File: src/rtl/gm_move_entry.sv
// rtl/gm_move_entry.sv - Gamemaster move entry: debounced keys, field capture FSM, valid/ready offer
//
// Ports:
//   CLOCK_50    sole clock, rising edge
//   reset       asynchronous, active-high
//   start       level, gamemaster turn open (only sampled in IDLE)
//   abort       one-cycle discard request, highest priority
//   sw          switch value; low CMD_W bits for the command, low COORD_W bits for coordinates
//   enter_n     raw active-low key, commit current field
//   back_n      raw active-low key, step back one field
//   cmd         captured command
//   pts         packed coordinates, field k lives at bits [(k-1)*COORD_W +: COORD_W]
//   field_idx   field currently being entered (0 = command)
//   disp_val    last committed coordinate
//   busy        high whenever not IDLE
//   err         one-cycle pulse on an out-of-range coordinate
//   move_valid  move is being offered
//   move_ready  consumer accepts the offered move
//   done        one-cycle pulse the cycle after a transfer
module gm_move_entry #(
    parameter int CMD_W     = 2,
    parameter int COORD_W   = 4,
    parameter int GRID_MAX  = 13,
    parameter int NUM_PTS   = 2,
    parameter int DB_CYCLES = 4
) (
    input  logic                                        CLOCK_50,
    input  logic                                        reset,
    input  logic                                        start,
    input  logic                                        abort,
    input  logic [((CMD_W > COORD_W) ? CMD_W : COORD_W)-1:0] sw,
    input  logic                                        enter_n,
    input  logic                                        back_n,
    output logic [CMD_W-1:0]                            cmd,
    output logic [2*NUM_PTS*COORD_W-1:0]                pts,
    output logic [$clog2(2*NUM_PTS+2)-1:0]              field_idx,
    output logic [COORD_W-1:0]                          disp_val,
    output logic                                        busy,
    output logic                                        err,
    output logic                                        move_valid,
    input  logic                                        move_ready,
    output logic                                        done
);

    localparam int NUM_FIELDS = 1 + 2*NUM_PTS;
    localparam int FI_W       = $clog2(NUM_FIELDS + 1);
    localparam int CNT_W      = $clog2(DB_CYCLES + 1);
    localparam logic [FI_W-1:0]  LAST_IDX = FI_W'(NUM_FIELDS - 1);
    localparam logic [CNT_W-1:0] CNT_HIT  = CNT_W'(DB_CYCLES - 1);

    typedef enum logic [1:0] {S_IDLE, S_CAPTURE, S_OFFER} state_t;

    // ---------------- key synchronisers and debouncers ----------------
    // Index 0 = enter, index 1 = back.
    logic [1:0]       w_raw;
    logic [1:0]       r_sync1;
    logic [1:0]       r_sync2;
    logic [1:0]       r_armed;
    logic [1:0]       r_warm;
    logic [CNT_W-1:0] r_db_cnt [2];
    logic [1:0]       w_evt;

    assign w_raw = {back_n, enter_n};

    always_comb begin
        w_evt = '0;
        for (int k = 0; k < 2; k++)
            w_evt[k] = r_armed[k] && !r_sync2[k] && (r_db_cnt[k] == CNT_HIT);
    end

    // The synchroniser flops reset to "released", so a key held through reset
    // would look high for two cycles afterwards. r_warm keeps arming disabled
    // until real key samples have reached r_sync2.
    always_ff @(posedge CLOCK_50 or posedge reset) begin
        if (reset) begin
            r_sync1     <= '1;
            r_sync2     <= '1;
            r_armed     <= '0;
            r_warm      <= '0;
            r_db_cnt[0] <= '0;
            r_db_cnt[1] <= '0;
        end else begin
            r_sync1 <= w_raw;
            r_sync2 <= r_sync1;
            r_warm  <= {r_warm[0], 1'b1};
            for (int k = 0; k < 2; k++) begin
                if (r_sync2[k]) begin
                    r_db_cnt[k] <= '0;
                    if (r_warm[1])
                        r_armed[k] <= 1'b1;
                end else if (r_armed[k]) begin
                    if (w_evt[k])
                        r_armed[k] <= 1'b0;
                    else
                        r_db_cnt[k] <= r_db_cnt[k] + CNT_W'(1);
                end
            end
        end
    end

    // Enter wins over a simultaneous back.
    logic w_enter;
    logic w_back;
    assign w_enter = w_evt[0];
    assign w_back  = w_evt[1] && !w_evt[0];

    // ---------------- move capture FSM ----------------
    state_t                     r_state;
    state_t                     w_next;
    logic [CMD_W-1:0]           r_cmd;
    logic [2*NUM_PTS*COORD_W-1:0] r_pts;
    logic [FI_W-1:0]            r_idx;
    logic [COORD_W-1:0]         r_disp;
    logic                       r_err;
    logic                       r_done;

    logic [CMD_W-1:0]   w_cmd_in;
    logic [COORD_W-1:0] w_coord;
    logic               w_in_range;

    assign w_cmd_in   = sw[CMD_W-1:0];
    assign w_coord    = sw[COORD_W-1:0];
    assign w_in_range = (int'(w_coord) <= GRID_MAX);

    always_comb begin
        w_next = r_state;
        case (r_state)
            S_IDLE: begin
                if (start)
                    w_next = S_CAPTURE;
            end
            S_CAPTURE: begin
                if (abort)
                    w_next = S_IDLE;
                else if (w_enter) begin
                    if (r_idx == '0) begin
                        if (w_cmd_in == '0)
                            w_next = S_OFFER;
                    end else if (w_in_range && r_idx == LAST_IDX)
                        w_next = S_OFFER;
                end
            end
            S_OFFER: begin
                if (abort || move_ready)
                    w_next = S_IDLE;
                else if (w_back)
                    w_next = S_CAPTURE;
            end
            default: w_next = S_IDLE;
        endcase
    end

    always_ff @(posedge CLOCK_50 or posedge reset) begin
        if (reset)
            r_state <= S_IDLE;
        else
            r_state <= w_next;
    end

    // Field index stays put on entering OFFER, so a back from OFFER lands on
    // the last field (or field 0 for a pass move) with no extra bookkeeping.
    always_ff @(posedge CLOCK_50 or posedge reset) begin
        if (reset) begin
            r_cmd  <= '0;
            r_pts  <= '0;
            r_idx  <= '0;
            r_disp <= '0;
            r_err  <= 1'b0;
            r_done <= 1'b0;
        end else begin
            r_err  <= 1'b0;
            r_done <= 1'b0;
            case (r_state)
                S_IDLE: begin
                    if (start) begin
                        r_cmd <= '0;
                        r_pts <= '0;
                        r_idx <= '0;
                    end
                end
                S_CAPTURE: begin
                    if (abort)
                        r_idx <= '0;
                    else if (w_enter) begin
                        if (r_idx == '0) begin
                            r_cmd <= w_cmd_in;
                            if (w_cmd_in == '0)
                                r_pts <= '0;
                            else
                                r_idx <= FI_W'(1);
                        end else if (!w_in_range) begin
                            r_err <= 1'b1;
                        end else begin
                            for (int f = 1; f < NUM_FIELDS; f++)
                                if (r_idx == FI_W'(f))
                                    r_pts[(f-1)*COORD_W +: COORD_W] <= w_coord;
                            r_disp <= w_coord;
                            if (r_idx != LAST_IDX)
                                r_idx <= r_idx + FI_W'(1);
                        end
                    end else if (w_back && r_idx != '0) begin
                        r_idx <= r_idx - FI_W'(1);
                    end
                end
                S_OFFER: begin
                    if (abort)
                        r_idx <= '0;
                    else if (move_ready) begin
                        r_done <= 1'b1;
                        r_idx  <= '0;
                    end
                end
                default: r_idx <= '0;
            endcase
        end
    end

    assign cmd        = r_cmd;
    assign pts        = r_pts;
    assign field_idx  = r_idx;
    assign disp_val   = r_disp;
    assign err        = r_err;
    assign done       = r_done;
    assign busy       = (r_state != S_IDLE);
    assign move_valid = (r_state == S_OFFER);

endmodule

File: config.mk
export PLATFORM = sky130hd
export DESIGN_NAME = gm_move_entry
export DESIGN_NICKNAME = d
export VERILOG_FILES = /design/src/rtl/gm_move_entry.sv
export SDC_FILE = /design/constraint.sdc
export NUM_CORES = 1
export LEC_CHECK = 0
export CORE_MARGIN = 3
export CORE_UTILIZATION = 45
export DETAILED_ROUTE_END_ITERATION = 7
export PLACE_DENSITY = 0.82
export SYNTH_ARGS = -nofsm -noshare
export SYNTH_HDL_FRONTEND = slang
export SYNTH_SLANG_ARGS = --single-unit
File: constraint.sdc
create_clock -name CLOCK_50 -period 3.15 [get_ports CLOCK_50]
set_clock_uncertainty 0.15 [all_clocks]
set_input_delay 0.315 -clock CLOCK_50 [delete_from_list [all_inputs] [get_ports CLOCK_50]]
set_output_delay 0.315 -clock CLOCK_50 [all_outputs]
set_load 0.01 [all_outputs]
=== Word level (Yosys, flattened, before mapping) ===
Cells that the tools add are included.

* Word-level logic and storage cells: 142
* Bits in registers: 43
* Output and inout bits: 29

* Multiplexer cells: 57
* Magnitude comparators: 1
* Add/subtract/negate cells: 4
* Reductions and logical operators: 29
* Bitwise operators: 2
* Equal/unequal tests: 32

{| class="wikitable"
|+ Operators with widths
! operator !! number
|-
| 2-to-1 mux 16 bit || 6
|-
| 2-to-1 mux 3 bit || 16
|-
| one-hot mux 16 bit (2 select lines) || 1
|-
| AND reduction 7 bit || 4
|-
| 2-to-1 mux 2 bit || 12
|-
| != test 3 bit, second input constant || 8
|-
| 2-to-1 mux 4 bit || 4
|-
| 2-to-1 mux 1 bit || 15
|-
| != test 5 bit, second input constant || 3
|-
| AND reduction 5 bit || 3
|-
| equality test 3 x 2 -> 1 bit, second input constant || 4
|-
| != test 2 bit, second input constant || 6
|-
| != test 4 bit, second input constant || 3
|-
| adder 3 x 1 -> 3 bit, second input constant || 3
|-
| one-hot mux 3 bit (3 select lines) || 1
|-
| nonzero test 2 bit || 4
|-
| logical AND 1 bit || 7
|-
| one-hot mux 2 bit (3 select lines) || 1
|-
| AND reduction 6 bit || 1
|-
| <= comparator 4 bit, second input constant || 1
|-
| zero test 2 bit || 2
|-
| != test 2 x 1 -> 1 bit, second input constant || 2
|-
| one-hot mux 2 bit (2 select lines) || 1
|-
| AND reduction 2 bit || 2
|-
| other kinds (12) || 15
|}

=== Depth between registers and ports, before layout ===
* Depth after elaboration: 10
* Mapped depth: 8
* Gate-level depth less buffers: 7

=== Worst setup path before layout ===
Ideal clock, no wire load.

* Path kind: reg-to-reg
* Start point: reg r_db_cnt[3] (netlist name)
* End point: reg r_pts[0] (netlist: pts[0])
* Setup slack: 1019 ps
* Cell stages (with the launch flop): 8
* Arrival: 1853 ps
* Required time: 2873 ps
* Cells stage by stage: dfrtp_1 ha_1 ha_1 nand4bb_1 a211o_1 nor3_2 and2_2 mux2_1

* Cells in the longest elaborated chain, start to end: 4

{| class="wikitable"
|+ RTL lines
! item !! line !! RTL
|-
| from (decl) || 60 || <nowiki>logic [CNT_W-1:0] r_db_cnt [2];</nowiki>
|-
| from (signal, indexed assignment) || 95 || <nowiki>r_db_cnt[k] <= r_db_cnt[k] + CNT_W'(1);</nowiki>
|-
| equality test 3 x 2 -> 1 bit || 68 || <nowiki>w_evt[k] = r_armed[k] && !r_sync2[k] && (r_db_cnt[k] == CNT_HIT);</nowiki>
|-
| logical AND 1 bit || 68 ||
|-
| != test 2 bit (no source line) || n/a ||
|-
| AND reduction 7 bit (no source line) || n/a ||
|-
| to (signal, indexed assignment) || 196 || <nowiki>r_pts[(f-1)*COORD_W +: COORD_W] <= w_coord;</nowiki>
|-
| to (decl) || 111 || <nowiki>logic [2*NUM_PTS*COORD_W-1:0] r_pts;</nowiki>
|}

No other way between the ends.
A chain may end at the register's enable or synchronous reset.

=== Worst setup path after layout ===
* Start point: reg r_idx[0] (netlist: field_idx[0])
* End point: reg r_idx[1] (netlist: field_idx[1])

* Cells in the longest elaborated chain, start to end: 7
* Elaborated cells between the ends (all ways): 18
* Classes of those cells: 2 x add/sub; 5 x eq/ne; 7 x mux; 4 x reduce/logical

{| class="wikitable"
|+ RTL lines
! item !! line !! RTL
|-
| from (decl) || 112 || <nowiki>logic [FI_W-1:0] r_idx;</nowiki>
|-
| from (signal assigned) || 199 || <nowiki>r_idx <= r_idx + FI_W'(1);</nowiki>
|-
| from (signal assigned) || 202 || <nowiki>r_idx <= r_idx - FI_W'(1);</nowiki>
|-
| adder 3 x 1 -> 3 bit || 199 ||
|-
| 2-to-1 mux 3 bit || 198 || <nowiki>if (r_idx != LAST_IDX)</nowiki>
|-
| 2-to-1 mux 3 bit || 191 || <nowiki>end else if (!w_in_range) begin</nowiki>
|-
| 2-to-1 mux 3 bit || 185 || <nowiki>if (r_idx == '0) begin</nowiki>
|-
| 2-to-1 mux 3 bit || 184 || <nowiki>else if (w_enter) begin</nowiki>
|-
| 2-to-1 mux 3 bit || 182 || <nowiki>if (abort)</nowiki>
|-
| one-hot mux 3 bit (3 select lines) || 173 || <nowiki>case (r_state)</nowiki>
|}

Parallel ways exist; a longest one is shown, timed or not. The select of a mux whose other input is x is not followed.

==> flow_summary.yaml <==
global_route:
  grt_overflow_total: 0
  grt_usage_pct: 17.8
  first_global_vias: 1516
  antenna_found_initial: 0
  grt_start_max_net_pins: 44
  grt_pass1_wl_um: 7320
place:
  place_inst: 264
  hpwl_um: 3180
  gp_congestion: 0.766
  portBuffers: 39
  dp_slack_ns: 0.639
clock_network:
  postCtsResizedCells: 0
  clk_pin_slew_worst_paths_ns: 0.08
  htree_levels: 2
  clkSinkCount: 43
  numCtsBuffers: 5
  postCtsHoldBufs: 0
  clk_latency_ns: 0.30
  cts_buffer_depth: 2
  clock-root-buffer: "clkbuf_8"
  cts_tree: "yes"
  post_cts_buffers: 0
yosys:
  synth_compound_area_share_pct: 13.6
  synth_mux_area_share_pct: 7.78
  synth_fa_ha_area_share_pct: 5.51
  synth.distinct_cells: 45
  syn_area_um2: 2040
  syn-mean-instance-area_um2: 11.6
  ys_ff_latch: 43
  synth_edf_count: 0
  synthCells: 176
  synth_top_family_by_area: "simple AND/OR/NAND/NOR gates"
  synthSimpleGateAreaFrac_pct: 16.9
  async_flop_share_pct: 100
  syn_nets: 196
  yosys_warnings: 0
  ys_seq_area_share_pct: 52.9
  synthXorXnorAreaFrac_pct: 0.858
  synth-main-ff-cell: "dfrtp_1"
power_and_ir_drop:
  p_int_w: 0.00138
  power_leakage_nw: 1.16
  power_frac_clock_pct: 16.3
  p_sw_share_pct: 37.1
  p_switching_w: 0.000816
  power_frac_seq_pct: 37.6
  p_per_area_nw_per_um2: 852
  pwr-share-comb_pct: 46.1
  ir_drop_mv: 0.322
finish:
  diodes: 0
  syn_to_final_growth_pct: 26.5
  stdcell_count: 272
  final_cell_mix: "39 x dfrtp_1, 39 x clkdlybuf4s50_1, 19 x nor2_1, 9 x inv_1, 9 x ha_1"
  final_nets: 241
  drive_gt1_share_pct: 13.1
flow_run:
  drv_cap: 0
die:
  fp.coreArea_um2: 4170
  die_x_um: 73.4
  start_util_pct: 48.9
  ios: 40
  fp.dieArea_um2: 5380
  rows: 23
  die_h_um: 73.4
worst_setup_path:
  cpPeakStageDelay_ns: 0.43
  path_buf_inv: 1
  startpoint_type: "flip-flop"
  crit_fanout: 8
  crit_chain: "inv_1, ha_1, nand2b_1, nand2_2, o22ai_1, a31oi_1, mux2_2"
  critical_path_required_ns: 3.19
  worstSetupPathType: "flip-flop to flip-flop"
  cp-end-kind: "flip-flop"
  critPathSlowestCell: "dfrtp_1"
  cp.arrival_ns: 2.47
  path_delay_family: "compound AO/OA/AOI/OAI gates"
outcome:
  status: "finished clean"
timing:
  relSlewSlack_pct: 64.3
  setup_ws_ns: 0.714
  slew_viol_final: 0
  fmax_ghz: 0.411
  hold_viol_final: 0
  rsz0062_at_grt: "false"
  min_period_over_period_pct: 77.3
  setup_viol: 0
  tightest_slew_ns: 0.535
  setup_tns_ns: 0
  period_minus_slack_ns: 2.44
routing:
  vias: 1546
  routed_via_density: 5.68
  drt_wl_total_um: 4330
  drtIter0Drc: 119
  drc: 0
  routedWlPerCell_um: 15.9
  drtAntennaViolNets: 0
  dr.pass1.iters: 4
worst_hold_path:
  hold_class: "flip-flop to flip-flop"
-- power by group through the flow --
stage / registers, W / clock network [W] / logic [W]
3_3_place_gp: 0.000833 / 0 / 0.000978
2_1_floorplan: 0.000847 / 0 / 0.000633
5_1_grt: 0.000855 / 0.000393 / 0.00111
4_1_cts: 0.000829 / 0.000369 / 0.00102
6_report: 0.000828 / 0.000358 / 0.00101
3_5_place_dp: 0.000838 / 0 / 0.00102
-- through the flow --
stage          power [W]  utilization (%)  cell area (um^2)  hold WS, ns
6_report         0.00220             61.9              2580        0.206
5_1_grt          0.00236             61.9              2580        0.215
4_1_cts          0.00222             61.9              2580        0.209
3_5_place_dp     0.00185             59.7              2490        0.192
3_3_place_gp     0.00181             59.7              2490        0.186
2_1_floorplan    0.00148                -              2040        0.169
-- path summary, 6_finish.rpt --
check                        startpoint      endpoint  slack [ns]  depth (start not counted)
setup / recovery           field_idx[0]  field_idx[1]        0.71                          7
hold / removal                r_warm[0]     r_warm[1]        0.21                          0
setup reg to reg           field_idx[0]  field_idx[1]        0.71                          7
hold reg to reg               r_warm[0]     r_warm[1]        0.21                          0
max in group asynchronous         reset    r_sync2[0]        2.17                          3
min in group asynchronous         reset           err        0.31                          3
-- flip-flops by register name, summed over array words and instances (netlist names) --
name,flops
done,1
pts,16
r_sync2,2
field_idx,3
r_state,2
r_sync1,2
r_warm,2
cmd,2
r_armed,2
r_db_cnt,6
err,1
disp_val,4
-- routing by layer --
layer	vias to the layer above	share of wire [%]	global-route usage, %
li1	725	-	-
met1	759	44	24.6
met2	55	47	27.3
met3	7	6.6	3.42
met4	0	1.8	7.85
met5	-	0	0
-- area by class of cell --
type	instances	area [um^2]
clock inverter	1	5.00
inverter	9	33.8
fill	339	1590
clock buffer	7	86.3
timing repair buffer	40	398
multi-input combinational	122	916
tap	50	62.6
sequential	43	1080
-- cells in the mapped netlist, types with 2 or more instances --
| master | number | share of area [%] |
|---|---|---|
| a211oi_1 | 3 | 1.1 |
| a21oi_1 | 7 | 1.7 |
| a22o_1 | 3 | 1.3 |
| a32o_1 | 7 | 3.4 |
| and3_1 | 5 | 1.5 |
| dfrtp_1 | 39 | 48 |
| dfstp_2 | 4 | 5.1 |
| ha_1 | 9 | 5.5 |
| inv_1 | 9 | 1.7 |
| mux2_1 | 4 | 2.2 |
| mux2_2 | 7 | 3.9 |
| mux2i_1 | 2 | 0.98 |
| nand2_1 | 4 | 0.74 |
| nand2b_1 | 3 | 0.92 |
| nand3_1 | 4 | 0.98 |
| nor2_1 | 19 | 3.5 |
| nor2b_1 | 6 | 1.8 |
| nor3_2 | 3 | 1.5 |
| o21ai_0 | 5 | 1.2 |
| o22a_1 | 3 | 1.3 |
| o31ai_1 | 2 | 0.74 |
| or2_2 | 2 | 0.61 |
| or3_1 | 3 | 0.92 |
| xnor2_1 | 2 | 0.86 |
-- logic make-up (layout without fill, tap and decap cells) --
logic type	after synthesis	in the layout
fa+ha+maj	9	9
flops	43	43
xor+xnor	2	2
mux	14	14
simple gates	59	59
compound gates	37	37
other cells	1	1
buf+inv	11	57
No activity file was read; power rests on OpenSTA's default activity.
